==> config.mk <==
export PLATFORM = sky130hd
export DESIGN_NAME = imem_dmem_port_arbiter
export DESIGN_NICKNAME = d
export VERILOG_FILES = /design/src/rtl/imem_dmem_port_arbiter.sv
export SDC_FILE = /design/constraint.sdc
export NUM_CORES = 1
export LEC_CHECK = 0
export ABC_AREA = 1
export BUFFER_PORTS_ARGS = -buffer_cell sky130_fd_sc_hd__buf_2
export CORE_MARGIN = 10
export CORE_UTILIZATION = 45
export CTS_CLUSTER_DIAMETER = 200
export DETAILED_ROUTE_END_ITERATION = 10
export PLACE_DENSITY = 0.83
export SYNTH_ARGS = -nofsm -noshare
export SYNTH_HDL_FRONTEND = slang
export SYNTH_SLANG_ARGS = --single-unit
==> constraint.sdc <==
create_clock -name clk -period 3.1 [get_ports clk]
set_input_delay 0.465 -clock clk [delete_from_list [all_inputs] [get_ports clk]]
set_output_delay 0.465 -clock clk [all_outputs]
set_load 0.02 [all_outputs]
==> src/rtl/imem_dmem_port_arbiter.sv <==
`default_nettype none
// ============================================================================
// Module      : imem_dmem_port_arbiter
// Description : Shares one single-port memory between the fetch requester
//               (inst_*) and the load/store requester (data_*). One
//               transaction is in flight at a time. Byte addresses are
//               converted to word addresses, the memory request/valid
//               handshake is driven, and the response is returned to the
//               requester that owns the transaction.
// Ports       : clk, rst            - clock, synchronous active-high reset
//               inst_req_i/addr_i   - fetch request (held until inst_valid_o)
//               inst_valid_o/rdata_o- one-cycle completion pulse + data
//               data_req_i/we_i/addr_i/wdata_i - load/store request
//               data_valid_o/rdata_o- one-cycle completion pulse + load data
//               mem_request_o       - one-cycle issue pulse to memory
//               mem_we_o/addr_o/wdata_o - transaction fields, held in WAIT
//               mem_valid_i/rdata_i - memory response strobe + data
//               busy_o              - a transaction is in flight
//               timeout_err_o       - sticky: memory failed to respond
// Revision    : 1.0 - initial release
// ============================================================================
module imem_dmem_port_arbiter #(
    parameter int ADDR_WIDTH     = 32,
    parameter int DATA_WIDTH     = 32,
    parameter int TIMEOUT_CYCLES = 64
) (
    input  logic                  clk,
    input  logic                  rst,
    input  logic                  inst_req_i,
    input  logic [ADDR_WIDTH-1:0] inst_addr_i,
    output logic                  inst_valid_o,
    output logic [DATA_WIDTH-1:0] inst_rdata_o,
    input  logic                  data_req_i,
    input  logic                  data_we_i,
    input  logic [ADDR_WIDTH-1:0] data_addr_i,
    input  logic [DATA_WIDTH-1:0] data_wdata_i,
    output logic                  data_valid_o,
    output logic [DATA_WIDTH-1:0] data_rdata_o,
    output logic                  mem_request_o,
    output logic                  mem_we_o,
    output logic [ADDR_WIDTH-1:0] mem_addr_o,
    output logic [DATA_WIDTH-1:0] mem_wdata_o,
    input  logic                  mem_valid_i,
    input  logic [DATA_WIDTH-1:0] mem_rdata_i,
    output logic                  busy_o,
    output logic                  timeout_err_o
);

    // Timeout counter sizing; at least one bit even when the timeout is off.
    localparam int c_cnt_w_raw = $clog2(TIMEOUT_CYCLES + 1);
    localparam int c_cnt_w     = (c_cnt_w_raw < 1) ? 1 : c_cnt_w_raw;
    localparam bit c_to_en     = (TIMEOUT_CYCLES > 0);
    localparam logic [c_cnt_w-1:0] c_cnt_last =
        c_to_en ? c_cnt_w'(TIMEOUT_CYCLES - 1) : '0;

    localparam logic [1:0] c_st_idle  = 2'd0;
    localparam logic [1:0] c_st_issue = 2'd1;
    localparam logic [1:0] c_st_wait  = 2'd2;

    localparam logic c_own_inst = 1'b0;
    localparam logic c_own_data = 1'b1;

    logic [1:0]         r_state;
    logic               r_owner;
    logic               r_last_grant;
    logic [c_cnt_w-1:0] r_cnt;

    logic                  w_inst_elig;
    logic                  w_data_elig;
    logic                  w_grant_any;
    logic                  w_grant_data;
    logic                  w_resp_hit;
    logic                  w_timeout;
    logic [DATA_WIDTH-1:0] w_resp_data;
    logic [ADDR_WIDTH-1:0] w_inst_waddr;
    logic [ADDR_WIDTH-1:0] w_data_waddr;

    // Byte-offset bits are dropped by the word conversion.
    logic w_unused_addr_lsbs;
    assign w_unused_addr_lsbs = ^{inst_addr_i[1:0], data_addr_i[1:0]};

    assign w_inst_waddr = {2'b00, inst_addr_i[ADDR_WIDTH-1:2]};
    assign w_data_waddr = {2'b00, data_addr_i[ADDR_WIDTH-1:2]};

    always_comb begin
        // A requester still showing its completion pulse is holding the
        // request of the transaction that just finished; do not re-grant it.
        w_inst_elig = inst_req_i & ~inst_valid_o;
        w_data_elig = data_req_i & ~data_valid_o;
        w_grant_any = w_inst_elig | w_data_elig;
        if (w_inst_elig && w_data_elig) begin
            w_grant_data = (r_last_grant == c_own_inst);
        end else begin
            w_grant_data = w_data_elig;
        end
    end

    always_comb begin
        // A real response beats a timeout landing in the same cycle.
        w_resp_hit = (r_state == c_st_wait) && mem_valid_i;
        w_timeout  = (r_state == c_st_wait) && !mem_valid_i && c_to_en &&
                     (r_cnt == c_cnt_last);
        // mem_we_o still carries the owner's we; fetches are never stores.
        w_resp_data = (w_resp_hit && !mem_we_o) ? mem_rdata_i : '0;
    end

    always_ff @(posedge clk) begin
        if (rst) begin
            r_state       <= c_st_idle;
            r_owner       <= c_own_inst;
            r_last_grant  <= c_own_inst;
            r_cnt         <= '0;
            inst_valid_o  <= 1'b0;
            inst_rdata_o  <= '0;
            data_valid_o  <= 1'b0;
            data_rdata_o  <= '0;
            mem_request_o <= 1'b0;
            mem_we_o      <= 1'b0;
            mem_addr_o    <= '0;
            mem_wdata_o   <= '0;
            busy_o        <= 1'b0;
            timeout_err_o <= 1'b0;
        end else begin
            inst_valid_o  <= 1'b0;
            data_valid_o  <= 1'b0;
            mem_request_o <= 1'b0;

            case (r_state)
                c_st_idle: begin
                    if (w_grant_any) begin
                        r_owner      <= w_grant_data;
                        r_last_grant <= w_grant_data;
                        if (w_grant_data) begin
                            mem_we_o    <= data_we_i;
                            mem_addr_o  <= w_data_waddr;
                            mem_wdata_o <= data_wdata_i;
                        end else begin
                            mem_we_o    <= 1'b0;
                            mem_addr_o  <= w_inst_waddr;
                            mem_wdata_o <= '0;
                        end
                        // Registered so the pulse coincides with ISSUE.
                        mem_request_o <= 1'b1;
                        busy_o        <= 1'b1;
                        r_state       <= c_st_issue;
                    end
                end

                c_st_issue: begin
                    r_cnt   <= '0;
                    r_state <= c_st_wait;
                end

                c_st_wait: begin
                    if (w_resp_hit || w_timeout) begin
                        if (r_owner == c_own_data) begin
                            data_valid_o <= 1'b1;
                            data_rdata_o <= w_resp_data;
                        end else begin
                            inst_valid_o <= 1'b1;
                            inst_rdata_o <= w_resp_data;
                        end
                        if (w_timeout) begin
                            timeout_err_o <= 1'b1;
                        end
                        busy_o  <= 1'b0;
                        r_state <= c_st_idle;
                    end else begin
                        r_cnt <= r_cnt + 1'b1;
                    end
                end

                default: begin
                    busy_o  <= 1'b0;
                    r_state <= c_st_idle;
                end
            endcase
        end
    end

endmodule
`default_nettype wire

Word-level counts from Yosys, hierarchy flattened

Cells that the tools add are included.

Flip-flop bits (word level): 144
Logic and storage cells: 65
Input bits: 134

Reductions and logical operators: 19
Eq/ne operators: 6
$add $sub $neg: 1
Bitwise logic cells: 10
Muxes and demuxes: 16

Operators by type and width:

| kind                                                 | number |
|---|---|
| two-way mux 32 bit                                   | 2 |
| two-way mux 30 bit                                   | 1 |
| case mux 7 bit (2 select lines)                      | 1 |
| AND reduction 3 bit                                  | 4 |
| adder 7 x 1 -> 7 bit (second input constant)         | 1 |
| equality test 7 x 6 -> 1 bit (second input constant) | 1 |
| two-way mux 1 bit                                    | 7 |
| two-way mux 7 bit                                    | 1 |
| inverter 1 bit                                       | 7 |
| case mux 2 bit (3 select lines)                      | 1 |
| AND reduction 2 bit                                  | 3 |
| logical AND 1 bit                                    | 5 |
| two-way mux 2 bit                                    | 2 |
| != test 2 bit (second input constant)                | 2 |
| case mux 1 bit (3 select lines)                      | 1 |
| OR reduction 3 bit                                   | 1 |
| AND 1 bit                                            | 2 |
| equality test 2 x 1 -> 1 bit (second input constant) | 1 |
| equality test 2 bit (second input constant)          | 1 |
| zero test 1 bit                                      | 2 |
| zero test 2 bit                                      | 1 |
| != test 2 x 1 -> 1 bit (second input constant)       | 1 |
| nonzero test 2 bit                                   | 1 |
| OR reduction 2 bit                                   | 1 |
| other kinds (2)                                      | 2 |

Depth between registers and ports, before layout

Depth after elaboration: 6
Depth in mapped cells: 10
Mapped depth without buffers: 9

Worst setup path before layout

Ideal clock, no wire load.

Path type: flip-flop to flip-flop
Start: register r_cnt[0]
End: register inst_rdata_o[11]
Path buffers: 1
Path slack: 1651 ps
Cell stages (with the launch flop): 10
Arrival time: 1336 ps
Data required time: 2987 ps
Clock period less this slack: 1449 ps
Library setup time: 113 ps
Path through: dfxtp_1 ha_1 nand2_2 nor2_4 nand2_2 nand2_4 nand3_4 buf_2 nor2_1 nor2_1

Cells in the longest elaborated chain, start to end: 4

Ends and longest elaborated chain:

| element                              | RTL line | text |
|---|---|---|
| start: declaration                   | 66       | `logic [c_cnt_w-1:0] r_cnt;` |
| start signal: assignment             | 169      | `r_cnt <= r_cnt + 1'b1;` |
| equality test 7 x 6 -> 1 bit         | 102      | `(r_cnt == c_cnt_last);` |
| logical AND 1 bit                    | 101      | `w_timeout = (r_state == c_st_wait) && !mem_valid_i && c_to_en &&` |
| logical OR 1 bit                     | 155      | `if (w_resp_hit \|\| w_timeout) begin` |
| AND reduction 3 bit (no source line) | n/a      |  |
| end signal: assignment               | 161      | `inst_rdata_o <= w_resp_data;` |
| end: declaration                     | 32       | `output logic [DATA_WIDTH-1:0] inst_rdata_o,` |

Every way passes these cells.
A chain may end at the register's enable or synchronous reset.

Final worst setup path

Same ends and word-level chain as after synthesis.

==> impl_metrics.py <==
metrics = {
    "status": {
        "outcome": "finished clean",
    },
    "finish": {
        "drive_gt1_share_pct": 25.67,
        "fin_area_um2": 8332,
        "seqCellArea_um2": 2843,
        "nNetsFinal": 1345,
        "postLayoutCoreUtil_pct": 59.79,
        "multi_input_area_um2": 2746,
        "n_fill_cell": 1308,
        "synthToLayoutAreaGrowth_pct": 29.91,
    },
    "critical_path": {
        "reg2reg_setup_slack_ps": 830,
        "critPathMaxFanout": 45,
        "crit_path_start_kind": "flop",
        "path_cells": "ha_1 -> nand2_2 -> nor2_4 -> nand2_2 -> nand2_4 -> nand3_4 -> nand2_1 -> nand2_1 -> nor2_1",
        "required_ps": 3440,
        "cp_slowest_cell": "nand3_4",
        "path_class": "flop to flop",
        "r2r-end": "inst_rdata_o[11]",
        "cp-end-kind": "flop",
        "critical_path_arrival_ps": 2610,
        "reg2reg_depth": 9,
        "cp_slowest_stage_delay_ps": 540,
        "r2r-start": "r_cnt[0]",
    },
    "logic_synthesis": {
        "synth_area_um2": 6414,
        "synthCells": 984,
        "synth_cell_types": 28,
        "ys_warn_count": 0,
        "yosysSeqAreaShare_pct": 44.32,
        "ys_ff_latch": 142,
        "yosysTopAreaCell": "dfxtp_1",
        "synth_top_cell_area_share_pct": 44.32,
        "synth_area_leaders": "dfxtp_1, nand2_1, inv_1",
        "postSynthAreaPerCell_um2": 6.518,
    },
    "drt": {
        "remaining_drc_errors": 0,
        "highest_layer": "met5",
        "wl_met2_mm": 9.383,
        "met1_length_mm": 7.353,
        "drt_pre_antenna_iters": 6,
        "ant_nets": 0,
        "vias_per_cell": 4.737,
        "routed_wl_mm": 19.99,
        "drt_iter0_markers": 429,
        "avgRoutedWirePerCell_um": 14.24,
        "route.met3.wl_mm": 2.675,
        "vias": 6651,
    },
    "global_routing": {
        "grt_pass1_vias": 6427,
        "grt_usage_pct": 19.97,
        "grt_overflow": 0,
        "grt_antenna_before_repair": 1,
        "grt_max_degree": 72,
        "grt_pass1_wl_mm": 32.03,
    },
    "clocking": {
        "post-cts-setup-buffers": 0,
        "htree_levels": 4,
        "postCtsHoldBufs": 0,
        "cts.path.max_buffers": 2,
        "clock_latency_ps": 420,
        "cts_tree": "yes",
        "cts.sinks": 142,
        "cts_resized": 0,
        "clkTransAtPathRegs_ps": 60,
        "clockRootBuffer": "clkbuf_16",
        "numCtsBuffers": 17,
    },
    "floorplanning": {
        "fp.dieH_um": 139.4,
        "die_w_um": 139.4,
        "core_area_um2": 13930,
        "ios": 268,
        "start_util_pct": 46.03,
        "fp-row-count": 43,
        "die-area_um2": 19430,
    },
    "sta": {
        "fmax_mhz": 440.9,
        "rsz0062_at_grt": "false",
        "hold_viol": 0,
        "max_slew_margin_pct": 42.72,
        "finalSetupTns_ps": 0,
        "setup_violations": 0,
        "worst_slack_ps": 832.1,
        "period_share_pct": 73.16,
        "max_slew.worst_pin.slew_ps": 858.2,
        "slew_violations": 0,
        "period_minus_slack_ps": 2268,
        "finalClockSkew_ps": 8.309,
    },
    "worst_hold_path": {
        "hold_path.class": "input pin to flop",
        "whs_path_depth": 3,
        "hp-start": "data_wdata_i[3]",
        "whs_endpoint": "mem_wdata_o[3]",
    },
    "pwr": {
        "p_switching_uw": 1304,
        "p_seq_share_pct": 41.0,
        "clock_power_share_pct": 43.3,
        "powerDensity_nw_per_um2": 576.7,
        "combPwrFrac_pct": 15.7,
        "power.leakage_uw": 0.004525,
        "swShare_pct": 27.15,
        "p_int_uw": 3500,
        "ir_drop_mv": 0.6072,
    },
    "placed_design": {
        "place_ws_ps": 847.8,
        "placed_area_um2": 7719,
        "port_buffers": 261,
        "hpwl_mm": 14.57,
        "gp_congestion": 0.8210,
    },
    "run": {
        "drv_cap": 0,
    },
}
==> layout by cell type, fill, tap and decap left out, drive strengths merged, types with 2 or more instances in the layout <==
cell type | synthesis | routed
conb | 1 | 2
nand4 | 44 | 44
nand2 | 370 | 370
nor2 | 104 | 104
dfxtp | 142 | 142
clkinvlp | 0 | 2
clkbuf | 13 | 23
nand3 | 44 | 44
clkinv | 0 | 3
inv | 136 | 137
buf | 52 | 271
bufinv | 0 | 3
a21oi | 69 | 69
==> flip-flops by register name (all words and copies together), names as in the netlist <==
register	cells
busy_o	1
data_rdata_o	32
data_valid_o	1
inst_rdata_o	32
inst_valid_o	1
mem_addr_o	30
mem_request_o	1
mem_wdata_o	32
mem_we_o	1
r_cnt	7
r_last_grant	1
r_state	2
timeout_err_o	1
==> critical path: cells and delay by family, from the launching register on <==
kind                     cells  cell delay, ps
flip-flops                   1             380
adder cells (fa/ha/maj)      1             230
AND/OR/NAND/NOR              8            1590
==> cells in the mapped netlist <==
cell type / n
and3_1: 1
nor3_1: 1
nand2_4: 1
ha_1: 1
nor2_1: 101
dfxtp_1: 142
nand3_4: 2
buf_6: 3
nor2_2: 2
nand2_1: 367
a31oi_1: 1
nand2_2: 2
o21ai_0: 1
nand4_1: 44
nand3_1: 42
nor3b_1: 1
o21a_1: 1
buf_2: 39
nor2_4: 1
buf_1: 8
buf_4: 2
conb_1: 1
inv_2: 2
o21bai_1: 1
inv_1: 134
or2_2: 1
clkbuf_1: 13
a21oi_1: 69
==> layout make-up <==
cell class | count | share of cell area, %
Antenna cell | 1 | 0.03003
Tap cell | 180 | 2.703
Clock buffer | 23 | 5.737
Multi-Input combinational cell | 642 | 32.96
Inverter | 136 | 6.127
Clock inverter | 9 | 1.592
Timing Repair Buffer | 271 | 16.73
Sequential cell | 142 | 34.12
==> stage by stage <==
| stage | total power (µW) | cells | hold WS [ps] |
|---|---|---|---|
| after CTS | 4856 | 1403 | 274.3 |
| final | 4805 | 1404 | 292.9 |
| after global routing | 5023 | 1403 | 284.9 |
| after detailed placement | 2765 | 1371 | 448.5 |
| after global placement | 2755 | 1371 | 444.4 |
| after floorplan | 2499 | 985 | 450.3 |
==> power groups by stage <==
stage	Combinational [µW]	Clock (µW)	Sequential (µW)
global route	846	2200	1980
CTS	763	2120	1970
finish	753	2080	1970
global placement	751	0	2000
floorplan	380	0	2120
detailed placement	758	0	2010
==> how the worst max path moves through the flow <==
stage | start | end | slack [ps] | depth (start not counted)
final | r_cnt[0] | inst_rdata_o[11] | 830 | 9
after global routing | r_cnt[0] | data_rdata_o[14] | 560 | 9
after CTS | r_cnt[0] | inst_rdata_o[11] | 830 | 9
after detailed placement | r_cnt[0] | data_rdata_o[9] | 850 | 8
after global placement | r_cnt[0] | inst_rdata_o[11] | 930 | 8
after floorplan | r_cnt[0] | inst_rdata_o[11] | 1650 | 9
==> logic make-up (layout without fill, tap and decap cells) <==
kind of cell,after synthesis,after routing,share of synthesized area (%)
other,1,3,0.05847
buffers and inverters,201,439,12.99
and+or+nand+nor,566,566,36.64
DFF,142,142,44.32
adders and majority gates,1,1,0.1951
AOI/OAI and AO/OA,73,73,5.794
==> per-layer routing <==
layer	global-route usage, %	vias up
met5	0	-
met4	8.622	2
met3	11.33	42
met2	32.32	290
met1	20.78	2878
li1	-	3439
(Power assumes the default switching activity.)
